<file path="config.mk">
export PLATFORM = sky130hd
export DESIGN_NAME = flow_req_gen
export DESIGN_NICKNAME = d
export VERILOG_FILES = /design/src/rtl/flow_req_pkg.sv /design/src/rtl/flow_hash_fold.sv /design/src/rtl/flow_req_gen.sv
export SDC_FILE = /design/constraint.sdc
export NUM_CORES = 1
export LEC_CHECK = 0
export BUFFER_PORTS_ARGS = -buffer_cell sky130_fd_sc_hd__buf_4
export CAP_MARGIN = 20
export CELL_PAD_IN_SITES_DETAIL_PLACEMENT = 1
export CELL_PAD_IN_SITES_GLOBAL_PLACEMENT = 1
export CORE_AREA = 2 2 280 282
export CTS_CLUSTER_SIZE = 20
export DETAILED_ROUTE_END_ITERATION = 6
export DIE_AREA = 0 0 282 284
export HOLD_SLACK_MARGIN = 0.08
export PLACE_DENSITY_LB_ADDON = 0.1
export SLEW_MARGIN = 20
export SYNTH_ARGS = -nofsm -noshare
export SYNTH_HDL_FRONTEND = slang
export SYNTH_SLANG_ARGS = --single-unit
</file>
<file path="constraint.sdc">
create_clock -name clk -period 4.41 [get_ports clk]
set_input_delay 0.441 -clock clk [delete_from_list [all_inputs] [get_ports clk]]
set_output_delay 0.441 -clock clk [all_outputs]
set_load 0.05 [all_outputs]
</file>
<file path="src/rtl/flow_req_pkg.sv">
// rtl/flow_req_pkg.sv - shared constants, header byte offsets and FSM states for flow_req_gen
package flow_req_pkg;

  localparam logic [15:0] ETH_TYPE_IPV4 = 16'h0800;
  localparam logic [7:0]  PROTO_TCP     = 8'd6;
  localparam logic [7:0]  PROTO_UDP     = 8'd17;

  // Byte offsets within beat 0 (Ethernet + IPv4 header start)
  localparam int OFF_ETYPE = 12;
  localparam int OFF_PROTO = 23;
  localparam int OFF_SIP   = 26;
  localparam int OFF_DIP0  = 30;   // upper half of dst IP
  // Byte offsets within beat 1
  localparam int OFF_DIP1  = 0;    // lower half of dst IP
  localparam int OFF_SPORT = 2;
  localparam int OFF_DPORT = 4;

  // Request payload field positions
  localparam int LEN_LSB = 32;
  localparam int CNT_LSB = 48;

  // {sip, dip, proto, sport, dport}
  localparam int KEY_W = 104;

  typedef enum logic [1:0] {SOP, W1, SKIP} state_t;

endpackage

</file>
<file path="src/rtl/flow_hash_fold.sv">
// rtl/flow_hash_fold.sv - XOR-folds the 5-tuple key into a table address, one register stage
// Ports: clk, reset (sync, active-high); load_i captures fold of key_i; hash_o registered hash.
module flow_hash_fold
  import flow_req_pkg::*;
#(
  parameter int ADDR_BITS = 11
) (
  input  logic                 clk,
  input  logic                 reset,
  input  logic                 load_i,
  input  logic [KEY_W-1:0]     key_i,
  output logic [ADDR_BITS-1:0] hash_o
);

  localparam int NCHUNK = (KEY_W + ADDR_BITS - 1) / ADDR_BITS;

  logic [NCHUNK*ADDR_BITS-1:0] padded;
  logic [ADDR_BITS-1:0]        hash_d;
  logic [ADDR_BITS-1:0]        hash_q;

  // Chunks are taken LSB-first; the topmost chunk is zero-padded.
  always_comb begin
    padded            = '0;
    padded[KEY_W-1:0] = key_i;
    hash_d            = '0;
    for (int i = 0; i < NCHUNK; i++) begin
      hash_d = hash_d ^ padded[i*ADDR_BITS +: ADDR_BITS];
    end
  end

  always_ff @(posedge clk) begin
    if (reset) begin
      hash_q <= '0;
    end else if (load_i) begin
      hash_q <= hash_d;
    end
  end

  assign hash_o = hash_q;

endmodule

</file>
<file path="src/rtl/flow_req_gen.sv">
// rtl/flow_req_gen.sv - stream tap that turns each packet into one paced flow-counter increment request
// Ports: clk/reset (sync, active-high); s_axis_* passive packet tap (tready tied high);
// enable gates counting at SOP; write_full backpressure; write_data/_addr/_valid request strobe;
// pkt_seen counted packets; drop_count requests lost to overload.
module flow_req_gen
  import flow_req_pkg::*;
#(
  parameter int C_S_AXIS_DATA_WIDTH  = 256,
  parameter int C_S_AXIS_TUSER_WIDTH = 128,
  parameter int TDATA_WIDTH          = 24,
  parameter int ADDR_BITS            = 11,
  parameter int MIN_GAP              = 4
) (
  input  logic                            clk,
  input  logic                            reset,
  input  logic [C_S_AXIS_DATA_WIDTH-1:0]  s_axis_tdata,
  input  logic [C_S_AXIS_DATA_WIDTH/8-1:0] s_axis_tkeep,
  input  logic [C_S_AXIS_TUSER_WIDTH-1:0] s_axis_tuser,
  input  logic                            s_axis_tvalid,
  input  logic                            s_axis_tlast,
  output logic                            s_axis_tready,
  input  logic                            enable,
  input  logic                            write_full,
  output logic [8*TDATA_WIDTH+8:0]        write_data,
  output logic [31:0]                     write_data_addr,
  output logic                            write_data_valid,
  output logic [31:0]                     pkt_seen,
  output logic [31:0]                     drop_count
);

  localparam int GAP_W = $clog2(MIN_GAP);

  function automatic logic [7:0] get_byte(input logic [C_S_AXIS_DATA_WIDTH-1:0] d, input int n);
    return d[8*n +: 8];
  endfunction

  state_t state_q, state_d;

  logic [15:0] etype_q, dip_hi_q, len_q;
  logic [7:0]  proto_q;
  logic [31:0] sip_q;

  logic             hdr_done;
  logic             req_q;
  logic [KEY_W-1:0] key;
  logic [15:0]      sport, dport;
  logic [ADDR_BITS-1:0] hash;

  logic                 pend_q;
  logic [ADDR_BITS-1:0] pend_addr_q;
  logic [15:0]          pend_len_q;
  logic [GAP_W-1:0]     gap_q;
  logic                 emit;

  logic                 wdv_q;
  logic [ADDR_BITS-1:0] wd_addr_q;
  logic [15:0]          wd_len_q;
  logic                 wd_cnt_q;
  logic [31:0]          pkt_seen_q, drop_q;

  logic unused_ok;
  assign unused_ok = ^{s_axis_tkeep, s_axis_tuser[C_S_AXIS_TUSER_WIDTH-1:16], s_axis_tdata};

  assign s_axis_tready = 1'b1;

  // Final header beat of a counted packet: a single-beat packet at SOP, or beat 1.
  // W1 is only reachable when enable was high at SOP.
  assign hdr_done = s_axis_tvalid &&
                    ((state_q == SOP && enable && s_axis_tlast) || state_q == W1);

  always_comb begin
    state_d = state_q;
    if (s_axis_tvalid) begin
      case (state_q)
        SOP:     state_d = s_axis_tlast ? SOP : (enable ? W1 : SKIP);
        W1:      state_d = s_axis_tlast ? SOP : SKIP;
        SKIP:    state_d = s_axis_tlast ? SOP : SKIP;
        default: state_d = SOP;
      endcase
    end
  end

  always_ff @(posedge clk) begin
    if (reset) begin
      state_q  <= SOP;
      etype_q  <= '0;
      proto_q  <= '0;
      sip_q    <= '0;
      dip_hi_q <= '0;
      len_q    <= '0;
      req_q    <= 1'b0;
    end else begin
      state_q <= state_d;
      req_q   <= hdr_done;
      if (s_axis_tvalid && state_q == SOP && enable) begin
        etype_q  <= {get_byte(s_axis_tdata, OFF_ETYPE), get_byte(s_axis_tdata, OFF_ETYPE+1)};
        proto_q  <= get_byte(s_axis_tdata, OFF_PROTO);
        sip_q    <= {get_byte(s_axis_tdata, OFF_SIP),   get_byte(s_axis_tdata, OFF_SIP+1),
                     get_byte(s_axis_tdata, OFF_SIP+2), get_byte(s_axis_tdata, OFF_SIP+3)};
        dip_hi_q <= {get_byte(s_axis_tdata, OFF_DIP0),  get_byte(s_axis_tdata, OFF_DIP0+1)};
        len_q    <= s_axis_tuser[15:0];
      end
    end
  end

  // Short packets and non-IPv4 hash a zero key, which folds to address 0.
  always_comb begin
    sport = '0;
    dport = '0;
    if (proto_q == PROTO_TCP || proto_q == PROTO_UDP) begin
      sport = {get_byte(s_axis_tdata, OFF_SPORT), get_byte(s_axis_tdata, OFF_SPORT+1)};
      dport = {get_byte(s_axis_tdata, OFF_DPORT), get_byte(s_axis_tdata, OFF_DPORT+1)};
    end
    key = '0;
    if (state_q == W1 && etype_q == ETH_TYPE_IPV4) begin
      key = {sip_q, dip_hi_q,
             get_byte(s_axis_tdata, OFF_DIP1), get_byte(s_axis_tdata, OFF_DIP1+1),
             proto_q, sport, dport};
    end
  end

  flow_hash_fold #(.ADDR_BITS(ADDR_BITS)) u_hash (
    .clk    (clk),
    .reset  (reset),
    .load_i (hdr_done),
    .key_i  (key),
    .hash_o (hash)
  );

  assign emit = pend_q && !write_full && (gap_q == '0);

  always_ff @(posedge clk) begin
    if (reset) begin
      pend_q      <= 1'b0;
      pend_addr_q <= '0;
      pend_len_q  <= '0;
      gap_q       <= '0;
      wdv_q       <= 1'b0;
      wd_addr_q   <= '0;
      wd_len_q    <= '0;
      wd_cnt_q    <= 1'b0;
      pkt_seen_q  <= '0;
      drop_q      <= '0;
    end else begin
      wdv_q <= emit;
      if (emit) begin
        wd_addr_q <= pend_addr_q;
        wd_len_q  <= pend_len_q;
        wd_cnt_q  <= 1'b1;
        gap_q     <= GAP_W'(MIN_GAP - 1);
      end else if (gap_q != '0) begin
        gap_q <= gap_q - 1'b1;
      end
      // A request arriving while the slot drains this cycle takes the slot.
      if (req_q && (!pend_q || emit)) begin
        pend_q      <= 1'b1;
        pend_addr_q <= hash;
        pend_len_q  <= len_q;
      end else if (emit) begin
        pend_q <= 1'b0;
      end
      if (req_q && pend_q && !emit && drop_q != 32'hFFFF_FFFF) begin
        drop_q <= drop_q + 32'd1;
      end
      if (req_q && pkt_seen_q != 32'hFFFF_FFFF) begin
        pkt_seen_q <= pkt_seen_q + 32'd1;
      end
    end
  end

  always_comb begin
    write_data                   = '0;
    write_data[LEN_LSB +: 16]    = wd_len_q;
    write_data[CNT_LSB +: 16]    = {15'd0, wd_cnt_q};
  end

  assign write_data_addr  = {{(32-ADDR_BITS){1'b0}}, wd_addr_q};
  assign write_data_valid = wdv_q;
  assign pkt_seen         = pkt_seen_q;
  assign drop_count       = drop_q;

endmodule

</file>
==> Implementation_results.wiki, run 1 <==
{| class="wikitable"
! Metric !! Value
|-
| WL per Instance || 14.9 microns
|-
| Number of rows created at floorplan || approximately 100
|-
| Unrepaired setup endpoints after global routing || no
|-
| Buf/Inv on CP || 0
|-
| Max Cap Viol || 0
|-
| Growth of design area from synthesis to finish || 34.8%
|-
| Final number of setup-violating endpoints || 0
|-
| Async set-reset flop share out of synthesis || 0
|-
| Final period util || 0.572
|-
| Post-cts repair resize count || 0
|-
| Number of vias in the routed layout || around 10k
|-
| DRT Pass-1 Iters || 4
|-
| TritonCTS clock tree || yes
|-
| Deepest clock path buffer count || 3
|-
| Remaining antenna violation count after routing || 0
|-
| Cell type contributing the most total cell area after synthesis || dfxtp_1
|-
| Result of the run || complete, no violations
|-
| F_max || 396 MHz
|-
| Count of yosys warnings during synthesis || 0
|-
| Multiplexer area fraction after synthesis || 0.00850
|-
| Most frequent cell on the critical path || nand4_1
|-
| Pleak || 5.85 nW
|-
| Syn Inst Count || 1400
|-
| Fraction of layout instances using a drive strength above 1 || 0.189
|-
| Critical path arrival || approximately 3000 ps
|-
| Final hold vios || 0
|-
| Flop and latch count out of synthesis || 225
|-
| Weighted congestion reported at the end of routability-driven placement || 0.688
|-
| Area share of the largest cell type after synthesis || 0.397
|-
| Quantity of I/O buffers inserted on ports || 234
|-
| Overall die area || 80100 sq um
|-
| Startpoint of the most critical setup path || pkt_seen[25]
|-
| Slack of the worst reg-to-reg path || 1890 ps
|-
| Number of cells in the finished layout apart from fillers || roughly 2.8k
|-
| Dominant combinational cell family by area after synthesis || simple AND/OR/NAND/NOR gates
|-
| Synth Area in Compound Gates || 0.134
|-
| Number of vias per cell || 3.62
|-
| Sequential area share after synthesis || 0.397
|-
| Post-synthesis cell type count || just under 60
|-
| Kind of end point of the critical path || flop
|-
| Setup Skew || 13.6 ps
|-
| Worst Hold Slack || 124 ps
|-
| Total gr overflow || 0
|-
| Count of final max-slew check failures || 0
|-
| Horiz. Die Dim || 282 microns
|-
| Wire length of the first global-routing pass || 61800 microns
|-
| Tot Pwr || about 5.6 mW
|-
| Period minus WS final || between 2000 and 3000 ps
|-
| Post-synthesis cell area || ~11000 sq um
|-
| Number of buffers inserted for hold repair after clock tree synthesis || 80
|-
| IR drop worst, VDD || 0.000285 V
|-
| Number of buffers created by CTS || 31
|-
| Detailed router's first-iteration violation count || ~240
|-
| Register clock-pin slew on the reported worst setup and hold paths || 50 ps
|-
| Slew headroom || 0.332
|-
| Initial Utilization || 0.147
|-
| Hold path start || s_axis_tdata[111]
|-
| Slew of the pin with the lowest slew margin || 1000 ps
|-
| Detailed-route DRC error count || 0
|-
| Type of element launching the critical path || flop
|-
| List of cells traversed by the critical path || nand4_1, nor4_4, a31oi_1, nand4_1, mux2_2
|-
| Global-route usage over all layers || 0.0990
|-
| Critical path data required time || slightly below 5000 ps
|-
| Clock latency of the later-clocked register in the worst-skew pair || 600 ps
|-
| Post-CTS setup-driven buffer insertion count || 0
|-
| HP Class || in2reg
|-
| Power density cells || 369 nW/um^2
|-
| Synth Area per Inst || 8.10 sq um
|-
| Setup total negative slack || 0 ps
|-
| CTS H-tree depth || 1
|-
| Kind of critical path || reg2reg
|-
| Post-Synth XOR/XNOR Area || 0.0796
|-
| Antenna violations before repair || 8
|-
| Startpoint of the worst register-to-register path || pkt_seen[25]
|-
| Cell with the largest stage delay on the worst path || nor4_4
|-
| Family of cells with the greatest summed delay on the critical path || simple AND/OR/NAND/NOR gates
|-
| I/O pin count || just over 700
|-
| Primary flip-flop cell chosen by synthesis mapping || dfxtp_1
|-
| Placed cell count || 2612
|-
| Vias in the first global route || 10.0k
|-
| Num Clock Sinks || 225
|-
| Detailed placer's ending HPWL || 29100 microns
|-
| Pin count of the biggest net entering global routing || 77
|-
| Maximum fanout along the worst path || 10
|-
| Die Ht || 284 microns
|-
| Most numerous cell types in the synthesized netlist || nand2_1, dfxtp_1, buf_4
|-
| Dominant cell by count in the synthesized netlist || nand2_1
|-
| Root Buffer || clkbuf_16
|-
| Core ar. || approximately 77000 sq um
|-
| Adder-cell share of the synthesized area || 0.00662
|-
| Delay of the slowest critical-path stage || approximately 670 ps
|-
| Count of flip-flops with a built-in enable after synthesis || 0
|-
| Fill cell instance count of the final layout || 9180
|-
| Total Routed Length || 41100 microns
|-
| Number of nets at the end of the flow || 2114
|-
| Cells taking the most area after synthesis || dfxtp_1, buf_4, nand2_1, a21oi_1, xnor2_1
|-
| Fraction of the mapped netlist area in simple logic gates || 0.206
|}
-- stage by stage --
stage | setup WS [ps] | area (sq um) | utilization
final | 1890 | 15300 | 0.199
after global routing | 1650 | 15300 | 0.199
after CTS | 1780 | 15200 | 0.198
after detailed placement | 1790 | 13400 | 0.174
after global placement | 1810 | 13400 | 0.174
after floorplan | 2140 | 12100 | -
-- where the power goes --
part / switching [mW] / internal (mW) / total [mW]
clock: 1.02 / 1.53 / 2.55
sequential: 0.0336 / 2.09 / 2.12
combinational: 0.687 / 0.283 / 0.970
-- cell families (layout without fill, tap and decap cells) --
family | count (synthesis) | in the layout
AOI/OAI and AO/OA | 268 | 268
xor gates and xnor gates | 103 | 103
adders and majority gates | 6 | 6
buffers and inverters | 288 | 392
DFF | 225 | 225
muxes | 9 | 9
other | 2 | 211
and+or+nand+nor | 499 | 499
-- cells in the final DEF (no fill, tap or decap), types with 5 or more instances in the layout --
cell type | synthesis | final
and4_1 | 9 | 8
or4_1 | 14 | 14
diode_2 | 0 | 5
o21ai_0 | 27 | 27
nand4_1 | 19 | 19
xnor2_1 | 82 | 82
o31ai_1 | 13 | 13
and3_1 | 9 | 8
a21oi_1 | 186 | 185
ha_1 | 6 | 6
nand3_1 | 23 | 22
mux2_2 | 5 | 5
clkinv_2 | 0 | 9
dfxtp_1 | 225 | 225
dlygate4sd3_1 | 0 | 80
nor2b_1 | 5 | 5
inv_1 | 13 | 13
a211oi_1 | 5 | 5
nor4_1 | 10 | 10
nand2_1 | 323 | 323
conb_1 | 2 | 206
clkbuf_16 | 0 | 31
or3_1 | 23 | 23
a22o_1 | 12 | 12
clkbuf_8 | 0 | 8
nor2_1 | 33 | 32
o21a_1 | 5 | 5
buf_4 | 207 | 241
xor2_1 | 21 | 21
and2_1 | 5 | 5
-- layout make-up --
| class | instances | area (sq um) | share of cell area |
|---|---|---|---|
| diodes | 5 | 12.5 | 0.000818 |
| clock buffers | 42 | 897 | 0.0587 |
| clock inverters | 13 | 133 | 0.00867 |
| inverters | 14 | 52.6 | 0.00344 |
| multi-input cells | 1091 | 5740 | 0.375 |
| flip-flops and latches | 225 | 4500 | 0.295 |
| well taps | 1040 | 1300 | 0.0851 |
| repair buffers | 323 | 2650 | 0.173 |
-- worst reg2reg max path: stages (launching register included) --
cell	delay, ps
dfxtp_1	530
nand4_1	270
nor4_4	670
a31oi_1	380
nand4_1	210
mux2_2	340
-- state kept, by name, indices dropped and copies added, names as in the netlist, 16 cells and up --
name,flops
wd_len_q,16
etype_q,16
pkt_seen,32
pend_len_q,16
len_q,16
drop_count,32
dip_hi_q,16
sip_q,32
-- final timing paths --
path | depth (start not counted) | end
setup / recovery | 5 | pkt_seen[13]
hold reg to reg | 2 | pend_len_q[15]
setup reg to reg | 5 | pkt_seen[13]
hold / removal | 3 | etype_q[7]
-- per-layer routing --
metal  global-route usage  vias to the layer above  share of wire
met3               0.0204                       48          0.063
met2                0.173                      322           0.48
li1                     -                     4879              -
met5                    0                        -         0.0010
met4               0.0223                        8          0.019
met1                0.123                     4717           0.43
(Power assumes the default switching activity.)
==> inputs of run 2 (changes only) <==
Settings changed: CORE_AREA 2 2 280 282 to 2 2 284 286, DIE_AREA 0 0 282 284 to 0 0 286 288.
Clock period 4.41 ns to 2 ns, I/O delays scaled along.
==> run 2 against run 1 <==
Register-to-register slack got worse by 1800 ps. Sequential cell count stayed put. Sequential power grew 120%. Clock power rose by 150%. Critical path type unchanged. Total power grew 130%. Largest cell class unchanged. First-iteration DRC count shrank 2.5%.
==> Implementation_results.wiki, run 2 (synthesis gave the netlist of run 1 again) <==
{| class="wikitable"
! Metric !! Value
|-
| Result of the run || complete, no violations
|-
| RR Endpoint || drop_count[22]
|-
| Detailed router's first-iteration violation count || 238 (-2.5%)
|-
| Sequential cell area || 4600 sq um (+2.1%)
|-
| Buf/Inv on CP || 0 (unchanged)
|-
| Number of buffers created by CTS || 34 (+9.7%)
|-
| Slew of the pin with the lowest slew margin || 580 ps (-420 ps)
|-
| Reg2Reg Depth || 5 (unchanged)
|-
| WL per Instance || 15.1 microns (+0.97%)
|-
| Worst Hold Slack || 145 ps (+21.2 ps)
|-
| Finished Core Util || 0.208 (+0.00917)
|-
| Final hold vios || 0 (unchanged)
|-
| Fill cell instance count of the final layout || 9516 (+3.7%)
|-
| Total gr overflow || 0 (unchanged)
|-
| Worst slack at placement || -510 ps (-2300 ps)
|-
| Startpoint of the most critical setup path || drop_count[7]
|-
| Quantity of I/O buffers inserted on ports || 234 (unchanged)
|-
| IR drop worst, VDD || 0.000433 V (+52%)
|-
| Max Cap Viol || 0 (unchanged)
|-
| Root Buffer || clkbuf_16
|-
| Highest-count cells in the layout ignoring fill and taps || nand2_1, buf_4, conb_1
|-
| Detailed placer's ending HPWL || 30900 microns (+6.2%)
|-
| I/O pin count || 721 (unchanged)
|-
| Slew headroom || 0.613 (+0.281)
|-
| Antenna violations before repair || 12 (+4)
|-
| Power density cells || 797 nW/um^2 (+120%)
|-
| Slack of the worst reg-to-reg path || 60 ps (-1830 ps)
|-
| Period minus WS final || 1940 ps (-582 ps)
|-
| Weighted congestion reported at the end of routability-driven placement || 0.700 (+1.6%)
|-
| List of cells traversed by the critical path || and4_4, nand2_1, a2111o_2, or4_4, a21oi_2
|-
| Num Clock Sinks || 225 (unchanged)
|-
| Horiz. Die Dim || 286 microns (+1.4%)
|-
| Cell with the largest stage delay on the worst path || a2111o_2
|-
| Multi-input combinational cell area || 5860 sq um (+2.0%)
|-
| Maximum fanout along the worst path || 6 (-4)
|-
| Deepest clock path buffer count || 3 (unchanged)
|-
| End of the worst hold path || gap_q[1]
|-
| Pleak || 6.50 nW (+11%)
|-
| Remaining antenna violation count after routing || 0 (unchanged)
|-
| Final period util || 0.971 (+0.399)
|-
| Fraction of layout instances using a drive strength above 1 || 0.269 (+0.0799)
|-
| Number of rows created at floorplan || 104 (+2.0%)
|-
| Most common cell after layout, fill and taps aside || nand2_1
|-
| DRT Pass-1 Iters || 5 (+1)
|-
| Growth of design area from synthesis to finish || 46.0%
|-
| Family of cells with the greatest summed delay on the critical path || simple AND/OR/NAND/NOR gates
|-
| Cell area after layout || 16600 sq um (+8.3%)
|-
| Initial Utilization || 0.142 (-0.00496)
|-
| Detailed-route DRC error count || 0 (unchanged)
|-
| F_max || 515 MHz (+30%)
|-
| Placement Cell Area || 14300 sq um (+6.7%)
|-
| Overall die area || 82400 sq um (+2.8%)
|-
| Startpoint of the worst register-to-register path || drop_count[7]
|-
| Hold Path Cell Cnt || 4 (+1)
|-
| Number of vias per cell || 3.60 (-0.63%)
|-
| Number of vias in the routed layout || 10.4k (+3.9%)
|-
| Critical path arrival || 2410 ps (-590 ps)
|-
| Final WS setup || 57.7 ps (-1830 ps)
|-
| Kind of end point of the critical path || flop
|-
| Pin count of the biggest net entering global routing || 109 (+42%)
|-
| Delay of the slowest critical-path stage || 520 ps (-150 ps)
|-
| Count of final max-slew check failures || 0 (unchanged)
|-
| Kind of critical path || reg2reg
|-
| Setup Skew || 24.2 ps (+10.6 ps)
|-
| Type of element launching the critical path || flop
|-
| Clock latency of the later-clocked register in the worst-skew pair || 540 ps (-60 ps)
|-
| Final number of setup-violating endpoints || 0 (unchanged)
|-
| TritonCTS clock tree || yes
|-
| Vias in the first global route || 10.3k (+3.0%)
|-
| HP Class || in2reg
|-
| Global-route usage over all layers || 0.102 (+0.00256)
|-
| Hold path start || write_full
|-
| Wire length of the first global-routing pass || 64100 microns (+3.8%)
|-
| Register clock-pin slew on the reported worst setup and hold paths || 50 ps (about the same)
|-
| Number of nets at the end of the flow || 2217 (+4.9%)
|-
| Critical path data required time || 2460 ps (-2420 ps)
|-
| CTS H-tree depth || 2 (+1)
|-
| Total Routed Length || 43400 microns (+5.6%)
|-
| Die Ht || 288 microns (+1.4%)
|-
| Core ar. || 79600 sq um (+3.5%)
|-
| Setup total negative slack || 0 ps (unchanged)
|}
==> run 2: tightest hold or removal path, stage by stage <==
cell and delay, ps:
buf_4 110, o21ai_0 140, nor2_1 120, a211oi_1 50
==> run 2: cell type report <==
type	instances	area share
diodes	4	0.000605
clock buffers	53	0.0636
clock inverters	8	0.00658
inverters	14	0.00317
multi-input cells	1092	0.354
flip-flops and latches	225	0.278
well taps	1060	0.0801
repair buffers	422	0.214
==> run 2: timing repair <==
| action | in CTS | in global routing |
|---|---|---|
| endpoints found under the setup margin | 20 | 37 |
| setup buffers | 0 | 3 |
| resized for setup | 8 | 24 |
| endpoints found under the hold margin | 104 | 0 |
| hold buffers | 91 | 0 |
| pin swaps | 1 | 5 |
| gates cloned | 1 | 0 |
==> run 2: through the flow <==
step	total power [mW]	cells
finish	13.2	2878
CTS	13.6	2871
global placement	6.88	2718
floorplan	6.56	1604
global route	13.9	2877
detailed placement	6.90	2718
==> run 2: routing by layer <==
layer / up-vias / share of wire / track usage / wire length (microns)
li1: 5084 / - / - / -
met1: 4876 / 0.43 / 0.125 / 18700
met2: 328 / 0.48 / 0.173 / 20800
met3: 55 / 0.069 / 0.0296 / 3010
met4: 18 / 0.017 / 0.0246 / 735
met5: - / 0.0030 / 0 / 128
==> run 2: worst max-delay path by stage <==
stage / to / slack, ps / depth (start not counted)
final: drop_count[22] / 60 / 5
after global routing: drop_count[22] / -2 / 5
after CTS: u_hash.hash_o[9] / 2 / 5
after floorplan: drop_count[22] / 0.5 / 6
after detailed placement: u_hash.hash_o[9] / -510 / 5
after global placement: u_hash.hash_o[8] / -500 / 5
==> run 2: power breakdown <==
part	leakage, nW	total [mW]	switching [mW]	internal, mW
Clock	0.577	6.27	2.38	3.89
Combinational	4.07	2.26	1.54	0.717
Sequential	1.85	4.66	0.0751	4.59
==> inputs of run 3 (changes only) <==
Settings changed: CTS_BUF_LIST set to sky130_fd_sc_hd__clkbuf_4 sky130_fd_sc_hd__clkbuf_8 sky130_fd_sc_hd__clkbuf_16.
==> run 3 against run 2 <==
Sequential cell count unchanged. Sequential power barely moved. Final area grew 0.16%. Largest cell class unchanged. Critical path depth unchanged. Critical path type unchanged. Setup slack hardly changed. Total power is 0.71% higher. Fmax about the same. Sequential share of layout area hardly changed. Clock-buffer cell count did not move.
==> Implementation_results.wiki, run 3 (synthesis gave the netlist of run 1 again) <==
{| class="wikitable"
! Metric !! Value
|-
| Num Clock Sinks || 225 (unchanged)
|-
| Detailed-route DRC error count || 0 (unchanged)
|-
| TritonCTS clock tree || yes
|-
| Final WS setup || 57.7 ps (-0.00430 ps)
|-
| Power density cells || 801 nW/um^2 (+0.55%)
|-
| WL per Instance || 15.1 microns (about the same)
|-
| Internal cell power || 9.29 mW (+1.0%)
|-
| Wire length of the first global-routing pass || 64100 microns (about the same)
|-
| Total gr overflow || 0 (unchanged)
|-
| Final hold vios || 0 (unchanged)
|-
| Switching power || 3.99 mW (about the same)
|-
| Critical path data required time || 2460 ps (about the same)
|-
| Clock latency of the later-clocked register in the worst-skew pair || 540 ps (about the same)
|-
| Fraction of layout instances using a drive strength above 1 || 0.273 (+0.00386)
|-
| Setup Skew || 24.1 ps (-0.0691 ps)
|-
| Most common cell after layout, fill and taps aside || nand2_1
|-
| Pin count of the biggest net entering global routing || 109 (unchanged)
|-
| Critical path arrival || 2410 ps (about the same)
|-
| Fraction of power consumed by sequential logic || 0.351 (-0.003)
|-
| CTS H-tree depth || 2 (unchanged)
|-
| Proportion of total power due to net switching || 0.301 (-0.00221)
|-
| Setup total negative slack || 0 ps (unchanged)
|-
| Initial Utilization || 0.142 (unchanged)
|-
| Pleak || 6.53 nW (+0.37%)
|-
| HP Class || in2reg
|-
| Overall die area || 82400 sq um (unchanged)
|-
| Final number of setup-violating endpoints || 0 (unchanged)
|-
| Tot Pwr || 13.3 mW (+0.71%)
|-
| RR Endpoint || drop_count[22]
|-
| IR drop worst, VDD || 0.000432 V (about the same)
|-
| Growth of design area from synthesis to finish || 46.2%
|-
| Count of final max-slew check failures || 0 (unchanged)
|-
| DRT Pass-1 Iters || 5 (unchanged)
|-
| Weighted congestion reported at the end of routability-driven placement || 0.700 (unchanged)
|-
| Period minus WS final || 1940 ps (+0.00430 ps)
|-
| Number of vias in the routed layout || 10.4k (-0.039%)
|-
| Startpoint of the worst register-to-register path || drop_count[7]
|-
| Slack of the worst reg-to-reg path || 60 ps (about the same)
|-
| Antenna violations before repair || 12 (unchanged)
|-
| Horiz. Die Dim || 286 microns (unchanged)
|-
| Number of buffers created by CTS || 34 (unchanged)
|-
| Vias in the first global route || 10.3k (+0.12%)
|-
| Highest-count cells in the layout ignoring fill and taps || nand2_1, buf_4, conb_1
|-
| Number of rows created at floorplan || 104 (unchanged)
|-
| Final period util || 0.971 (about the same)
|-
| Result of the run || complete, no violations
|-
| I/O pin count || 721 (unchanged)
|-
| Detailed placer's ending HPWL || 30900 microns (unchanged)
|-
| Worst setup path endpoint || drop_count[22]
|-
| Type of element launching the critical path || flop
|-
| Core ar. || 79600 sq um (unchanged)
|-
| Number of nets at the end of the flow || 2217 (unchanged)
|-
| Proportion of power drawn by combinational gates || 0.170 (about the same)
|-
| Number of vias per cell || 3.60 (about the same)
|-
| Max Cap Viol || 0 (unchanged)
|-
| Startpoint of the most critical setup path || drop_count[7]
|-
| Worst slack at placement || -510 ps (unchanged)
|-
| Clock group share of total power || 0.479 (+0.004)
|-
| Kind of end point of the critical path || flop
|-
| Maximum fanout along the worst path || 6 (unchanged)
|-
| Slew of the pin with the lowest slew margin || 576 ps (-4.11 ps)
|-
| Register clock-pin slew on the reported worst setup and hold paths || 50 ps (about the same)
|-
| Reg2Reg Depth || 5 (unchanged)
|-
| Quantity of I/O buffers inserted on ports || 234 (unchanged)
|-
| F_max || 515 MHz (about the same)
|-
| Remaining antenna violation count after routing || 0 (unchanged)
|-
| Detailed router's first-iteration violation count || 242 (+1.7%)
|-
| Kind of critical path || reg2reg
|-
| Root Buffer || clkbuf_16
|-
| Finished Core Util || 0.208 (+0.000330)
|-
| Global-route usage over all layers || 0.102 (about the same)
|-
| Die Ht || 288 microns (unchanged)
|-
| Deepest clock path buffer count || 3 (unchanged)
|-
| Total Routed Length || 43400 microns (about the same)
|-
| Slew headroom || 0.616 (+0.00274)
|}
[run 3: cell counts in the layout (fill, tap and decap cells not counted)]
No cell type changed its count.
[run 3: power by group through the flow]
stage	clock network, mW	registers [mW]	logic (mW)
floorplan	0	4.75	1.82
global placement	0	4.76	2.12
detailed placement	0	4.76	2.13
CTS	6.72	4.67	2.30
global route	6.88	4.68	2.44
finish	6.36	4.66	2.26
[run 3: critical path, cell delays in order (launching register included)]
cell	delay, ps
dfxtp_2	380
and4_4	260
nand2_1	120
a2111o_2	520
or4_4	440
a21oi_2	150
[run 3: stage by stage]
stage	hold slack [ps]	instance area, sq um	std cells
after floorplan	336	12200	1604
after global placement	442	14300	2718
after detailed placement	445	14300	2718
after CTS	84.4	16500	2871
after global routing	129	16600	2877
final	145	16600	2878
[run 3: repair_timing]
| item | CTS | global route |
|---|---|---|
| endpoints found under the setup margin | 20 | 37 |
| hold buffers | 91 | 0 |
| gates resized for setup | 8 | 24 |
| buffers inserted | 0 | 3 |
| pin swaps | 1 | 5 |
| cloned | 1 | 0 |
| hold endpoints to repair | 104 | 0 |
[run 3: worst min-delay path by stage]
| stage | startpoint | endpoint | slack (ps) | cells after the start |
|---|---|---|---|---|
| 2_1_floorplan | s_axis_tdata[104] | etype_q[0] | 340 | 2 |
| 6_report | write_full | gap_q[1] | 150 | 4 |
| 3_3_place_gp | len_q[4] | pend_len_q[4] | 440 | 2 |
| 3_5_place_dp | pend_addr_q[1] | wd_addr_q[1] | 440 | 2 |
| 5_1_grt | write_full | gap_q[1] | 130 | 4 |
| 4_1_cts | write_full | gap_q[1] | 80 | 4 |
[run 3: per-layer routing]
metal  global-route usage  wire length [microns]
met5                    0                    128
met3               0.0296                   3020
met2                0.173                  20800
met4               0.0246                    735
met1                0.125                  18700
[run 3: cell type report]
class                   instances  area [sq um]
clock inverters                 8           109
repair buffers                422          3540
diodes                          4          10.0
clock buffers                  53          1080
well taps                    1060          1330
multi-input cells            1092          5860
flip-flops and latches        225          4600
fillers                      9517         63100
inverters                      14          52.6
